$ cat src/rtl/mp64_extmem_arb_pkg.sv
// Shared definitions for the Megapad-64 external-memory PHY port and its arbiter.
package mp64_extmem_arb_pkg;
   localparam int MP64_PHY_AW  = 24;
   localparam int MP64_PHY_DW  = 64;
   localparam int MP64_PHY_BLW = 4;

   typedef enum logic [1:0] {
      ARB_IDLE  = 2'd0,
      ARB_ISSUE = 2'd1,
      ARB_WAIT  = 2'd2
   } arb_state_t;
endpackage

$ cat src/rtl/mp64_rr_pick.sv
// Rotating priority encoder: first asserted request searching upward from ptr+1.
module mp64_rr_pick #(
   parameter int NREQ = 2
) (
   input  logic [NREQ-1:0] req,
   input  logic [1:0]      ptr,
   output logic [1:0]      grant,
   output logic            any
);
   always_comb begin
      grant = 2'd0;
      any   = 1'b0;
      for (int k = 1; k <= NREQ; k++) begin
         for (int i = 0; i < NREQ; i++) begin
            if (!any && req[i] && (i == (int'(ptr) + k) % NREQ)) begin
               grant = 2'(i);
               any   = 1'b1;
            end
         end
      end
   end
endmodule

$ cat src/rtl/mp64_extmem_arb.sv
// Round-robin arbiter and command sequencer for the shared external-memory PHY,
// with a watchdog that aborts a transaction when the PHY never returns ready.
//
// state     | meaning
// ARB_IDLE  | waiting for phy_ready and a request; latches the winner's command
// ARB_ISSUE | one-cycle PHY strobe and accept pulse to the owner
// ARB_WAIT  | routing read beats; leaves on phy_ready or watchdog expiry
module mp64_extmem_arb
   import mp64_extmem_arb_pkg::*;
#(
   parameter int NREQ        = 2,
   parameter int TIMEOUT_CYC = 1024,
   parameter int CW          = 11
) (
   input  logic                         sys_clk,
   input  logic                         sys_rst_n,
   input  logic [NREQ-1:0]              req_valid,
   input  logic [NREQ*MP64_PHY_AW-1:0]  req_addr,
   input  logic [NREQ-1:0]              req_wen,
   input  logic [NREQ*MP64_PHY_DW-1:0]  req_wdata,
   input  logic [NREQ*MP64_PHY_BLW-1:0] req_burst,
   output logic [NREQ-1:0]              req_accept,
   output logic [NREQ-1:0]              req_rvalid,
   output logic [MP64_PHY_DW-1:0]       req_rdata,
   output logic [NREQ-1:0]              req_done,
   output logic                         req_err,
   output logic                         phy_req,
   output logic [MP64_PHY_AW-1:0]       phy_addr,
   output logic                         phy_wen,
   output logic [MP64_PHY_DW-1:0]       phy_wdata,
   output logic [MP64_PHY_BLW-1:0]      phy_burst_len,
   input  logic [MP64_PHY_DW-1:0]       phy_rdata,
   input  logic                         phy_rvalid,
   input  logic                         phy_ready,
   output logic                         busy,
   output logic [1:0]                   owner,
   output logic                         timeout_sticky,
   input  logic                         timeout_clr
);
   arb_state_t state, state_nxt;

   logic [1:0]              ptr;
   logic [1:0]              gnt;
   logic                    gnt_any;
   logic [CW-1:0]           wdog;
   logic                    wdog_hit;
   logic                    done_to;
   logic [MP64_PHY_AW-1:0]  sel_addr;
   logic                    sel_wen;
   logic [MP64_PHY_DW-1:0]  sel_wdata;
   logic [MP64_PHY_BLW-1:0] sel_burst;

   mp64_rr_pick #(.NREQ(NREQ)) u_pick (
      .req   (req_valid),
      .ptr   (ptr),
      .grant (gnt),
      .any   (gnt_any)
   );

   always_comb begin
      sel_addr  = '0;
      sel_wen   = 1'b0;
      sel_wdata = '0;
      sel_burst = '0;
      for (int i = 0; i < NREQ; i++) begin
         if (gnt == 2'(i)) begin
            sel_addr  = req_addr[i*MP64_PHY_AW +: MP64_PHY_AW];
            sel_wen   = req_wen[i];
            sel_wdata = req_wdata[i*MP64_PHY_DW +: MP64_PHY_DW];
            sel_burst = req_burst[i*MP64_PHY_BLW +: MP64_PHY_BLW];
         end
      end
   end

   assign wdog_hit = (wdog == CW'(TIMEOUT_CYC - 1));

   always_ff @(posedge sys_clk or negedge sys_rst_n) begin
      if (!sys_rst_n) state <= ARB_IDLE;
      else            state <= state_nxt;
   end

   always_comb begin
      state_nxt = state;
      case (state)
         ARB_IDLE:  if (phy_ready && gnt_any) state_nxt = ARB_ISSUE;
         ARB_ISSUE: state_nxt = ARB_WAIT;
         ARB_WAIT:  if (phy_ready || wdog_hit) state_nxt = ARB_IDLE;
         default:   state_nxt = ARB_IDLE;
      endcase
   end

   always_comb begin
      phy_req    = 1'b0;
      busy       = 1'b0;
      req_accept = '0;
      req_rvalid = '0;
      req_done   = '0;
      req_rdata  = '0;
      req_err    = 1'b0;
      done_to    = 1'b0;
      case (state)
         ARB_ISSUE: begin
            phy_req = 1'b1;
            busy    = 1'b1;
            for (int i = 0; i < NREQ; i++) req_accept[i] = (owner == 2'(i));
         end
         ARB_WAIT: begin
            busy    = 1'b1;
            done_to = wdog_hit && !phy_ready;
            req_err = done_to;
            for (int i = 0; i < NREQ; i++) begin
               req_rvalid[i] = phy_rvalid && (owner == 2'(i));
               req_done[i]   = (phy_ready || wdog_hit) && (owner == 2'(i));
            end
            if (phy_rvalid) req_rdata = phy_rdata;
         end
         default: ;
      endcase
   end

   // Command fields are captured at grant and held until the next grant.
   always_ff @(posedge sys_clk or negedge sys_rst_n) begin
      if (!sys_rst_n) begin
         ptr            <= 2'(NREQ - 1);
         owner          <= 2'd0;
         wdog           <= '0;
         phy_addr       <= '0;
         phy_wen        <= 1'b0;
         phy_wdata      <= '0;
         phy_burst_len  <= '0;
         timeout_sticky <= 1'b0;
      end else begin
         if (state == ARB_IDLE && phy_ready && gnt_any) begin
            owner         <= gnt;
            phy_addr      <= sel_addr;
            phy_wen       <= sel_wen;
            phy_wdata     <= sel_wdata;
            phy_burst_len <= sel_wen ? '0 : sel_burst;
         end
         if (state == ARB_ISSUE) begin
            ptr  <= owner;
            wdog <= '0;
         end else if (state == ARB_WAIT) begin
            wdog <= wdog + CW'(1);
         end
         if (done_to)          timeout_sticky <= 1'b1;
         else if (timeout_clr) timeout_sticky <= 1'b0;
      end
   end
endmodule
$ cat config.mk
export PLATFORM = sky130hd
export DESIGN_NAME = mp64_extmem_arb
export DESIGN_NICKNAME = d
export VERILOG_FILES = /design/src/rtl/mp64_extmem_arb_pkg.sv /design/src/rtl/mp64_rr_pick.sv /design/src/rtl/mp64_extmem_arb.sv
export SDC_FILE = /design/constraint.sdc
export NUM_CORES = 1
export LEC_CHECK = 0
export CORE_AREA = 2 2 165 167
export DETAILED_ROUTE_END_ITERATION = 8
export DIE_AREA = 0 0 167 169
export PLACE_DENSITY = 0.61
export RECOVER_POWER = 50
export SETUP_SLACK_MARGIN = 0.05
export SYNTH_ARGS = -nofsm -noshare
export SYNTH_HDL_FRONTEND = slang
export SYNTH_SLANG_ARGS = --single-unit
$ cat constraint.sdc
create_clock -name sys_clk -period 2.3 [get_ports sys_clk]
set_clock_uncertainty 0.15 [all_clocks]
set_input_delay 0.23 -clock sys_clk [delete_from_list [all_inputs] [get_ports sys_clk]]
set_output_delay 0.23 -clock sys_clk [all_outputs]
set_load 0.05 [all_outputs]
==> run metrics, run 1 <==
Seq. cell area=between 0.002 and 0.003 mm²; worst-case clock buffer depth=2; starting density of the core=0.2150; final global-route overflow total=0; number of enable flip-flop cells after synthesis=0; Net Count, Synth=about 840; synthesized flop and latch total=109; peak supply drop=0.8393 mV; Area growth syn-to-layout=97.89%; largest area contributor in the synthesized netlist=dfrtp_1; final hold violations=0; simple logic cell fraction of the synthesized area=0.1687; biggest area contributors in the synthesized netlist=dfrtp_1 47%, mux2i_1 16%, and3_1 7.5%; leakage=4.995 nW; Critical Path RT=1920 ps; horizontal die dimension=167 µm; Top FF cell, synth=dfrtp_1; Die ar.=0.02822 mm²; cell type of the slowest stage on the worst timing path=ha_1; worst min-delay path category=in2reg; Via density=roughly 4.3; area share of xor/xnor cells in the synthesized design=0.007687; adder and majority cell fraction of the synthesized area=0.008785; post-synthesis sequential area ratio=0.4790; placer congestion estimate=0.7798; sum of net half-perimeters after detailed placement=17810 µm; CP startpoint kind=flip-flop; crit-path max FO=8; post-route fraction of the period consumed by the critical path=0.9418; detailed-routing iteration count for the pre-antenna-repair pass=4; Slowest Stage Delay on Critical Path=390 ps; Wirelength per Cell=16.77 µm; netlist area before placement=0.005697 mm²; cell count after synthesis=575; maximum number of pins on one net before global-route repair=74; distinct cell type count of the synthesized netlist=41; number of nets with antenna violations after detailed routing=0; total number of vias=5752; endpoint of the most critical setup path=busy; Register-to-Register Path Depth=6; share of async-settable or async-resettable flops after synthesis=1.000; number of levels the H-tree was split into=3; critical path data arrival time=1790 ps; number of antenna violations at the first check in global routing=1; slack of the worst reg-to-reg path=300 ps; power density over cell area=1146 mW/mm²; portion of netlist area occupied by mux cells=0.1740; total clock buffers created by CTS=9; reg-to-reg startpoint=state[0]$_DFFE_PN0P_; Critical R2R Capture=phy_wdata[42]$_DFFE_PN0P_; critical path class=reg2out; number of nets in the layout=1246; maximum clock frequency=around 460 MHz; final critical-path required period=2166 ps; layout cell share with drive strength beyond 1=0.1232; max-slew violation count=0; global-route wire length before repair=34050 µm; DIE HEIGHT=169 µm; area of the core=0.02650 mm²; max-cap violations=0; number of global-route vias before repair=approximately 6000; sum of internal, switching and leakage power=12.92 mW; CTS tree=built; Setup TNS Final=0 ps; core utilization of the finished layout=0.4254; number of fill cells=2579; Slew HR=0.1380; total number of placement rows=60; detailed-route wire length=22330 µm; DRC Markers=0; num ports=approximately 430; post-synthesis average cell area=roughly 9.9 µm²; multi-input combinational cell area=0.002640 mm²; area fraction in compound gates after synthesis=0.1015; actual transition at the worst max-transition pin=1293 ps; Crit. End Element=primary output; clk_lat worst skew=350 ps; Final setup violation count=0; fraction of post-synthesis cell area in the top cell type by area=0.4744; buffer cell driving the clock tree root=clkbuf_16; Ys Warns=0; IO buf count=424; Critical Path, Cell by Cell=inv_1, ha_1, clkbuf_1, buf_4; overall track demand over capacity in global routing=0.1542; setup repair after global routing missed its margin=yes; DRC marker count from the first detailed-route iteration=220; number of clock sinks=109; beginning of the critical path=state[1]$_DFFE_PN0P_; result of the run=finished, final reports clean; clock edge transition at the registers on the reported setup and hold paths=approximately 80 ps; hold_ws=311.8 ps; largest family of logic cells by synthesized area=multiplexers
-- layout make-up --
cell class | instances | share of cell area
Timing Repair Buffer | 447 | 0.4579
Multi-Input combinational cell | 409 | 0.2342
Antenna cell | 1 | 0.0002220
Clock inverter | 4 | 0.002886
Inverter | 9 | 0.002997
Clock buffer | 12 | 0.02186
Sequential cell | 109 | 0.2421
Tap cell | 341 | 0.03785
-- repair_timing --
action,CTS,global route
hold buffers,1,0
buffers inserted,3,1
endpoints found under the setup margin,2,4
pin swaps,3,1
gates resized for setup,5,1
endpoints found under the hold margin,34,0
-- how the worst min path moves through the flow --
stage / start / to / cells after the start
2_1_floorplan: sys_rst_n / owner[0]$_DFFE_PN0P_ / 0
3_3_place_gp: sys_rst_n / phy_wdata[51]$_DFFE_PN0P_ / 1
3_5_place_dp: sys_rst_n / phy_wdata[51]$_DFFE_PN0P_ / 1
4_1_cts: sys_rst_n / phy_wdata[33]$_DFFE_PN0P_ / 2
5_1_grt: timeout_clr / timeout_sticky$_DFFE_PN0P_ / 3
6_report: timeout_clr / timeout_sticky$_DFFE_PN0P_ / 3
-- worst max-delay path: cells and delay by family (launching register included) --
family	cells	cell delay (ps)
buf+inv	3	660
fa+ha+maj	1	390
flops	1	380
-- where the power goes --
part	switching [mW]	internal, mW
Sequential	0.494	2.77
Combinational	5.16	2.97
Clock	0.752	0.774
Total	6.41	6.51
-- synthesized netlist by cell type, drive strengths merged (4+ instances only) --
master and count:
mux2i 93, inv 9, clkbuf 24, buf 24
dfrtp 108, nand2 98, o21ai 97, and3 68
mux2 5, ha 4, nor2 8
-- flip-flops by register name, summed over array words and instances (netlist names) --
name / cells
owner: 1
state: 2
wdog: 11
timeout_sticky: 1
ptr: 1
phy_wdata: 64
phy_wen: 1
phy_burst_len: 4
phy_addr: 24
-- per-layer routing --
metal  track usage  share of wire  vias up  wire length [µm]
li1              -              -     2806                 -
met1        0.1741           0.38     2683              8569
met2        0.2836           0.53      251             11830
met3       0.04723          0.076       12              1696
met4       0.03673          0.011        0               239
met5             0              0        -                 0
-- cells in the final DEF, fill, tap and decap left out, types with 3 or more instances in the layout --
cell type,instances
nor2_1,6
mux2_2,4
nor2b_1,3
ha_1,3
o21ai_0,69
buf_4,11
dfrtp_1,108
xnor2_1,3
nor3_1,3
clkdlybuf4s50_1,349
inv_1,9
clkbuf_1,7
clkbuf_16,9
nand2_1,98
o21ai_1,26
buf_12,76
and3_1,67
o22ai_1,3
clkbuf_2,3
nand4_1,3
mux2i_1,93
-- metrics by stage --
step | cell area (µm²) | worst slack (ps) | std cells
4_1_cts | 11300 | 33.14 | 1330
6_report | 11270 | 133.8 | 1332
3_3_place_gp | 10970 | 216.9 | 1310
5_1_grt | 11270 | 34.63 | 1332
3_5_place_dp | 10970 | 187.2 | 1310
2_1_floorplan | 5697 | 76.21 | 575
-- cells by family (layout without fill, tap and decap cells) --
family	after synthesis	after routing
other	1	2
adders and majority gates	4	4
DFF	109	109
buffers and inverters	57	472
xor gates and xnor gates	5	5
and+or+nand+nor	193	193
muxes	98	98
AOI/OAI and AO/OA	108	108
Note: power is estimated with default switching activity, not from simulation.
==> run 2, diff against run 1 <==
GPL_TIMING_DRIVEN = 1   (was unset)
==> results of run 2 <==
No change in the layout: final DEF, timing and power equal those of run 1.
==> run 3, diff against run 2 <==
GPL_ROUTABILITY_DRIVEN = 1   (was unset)
==> results of run 3 <==
No change in the layout: final DEF, timing and power equal those of run 1.
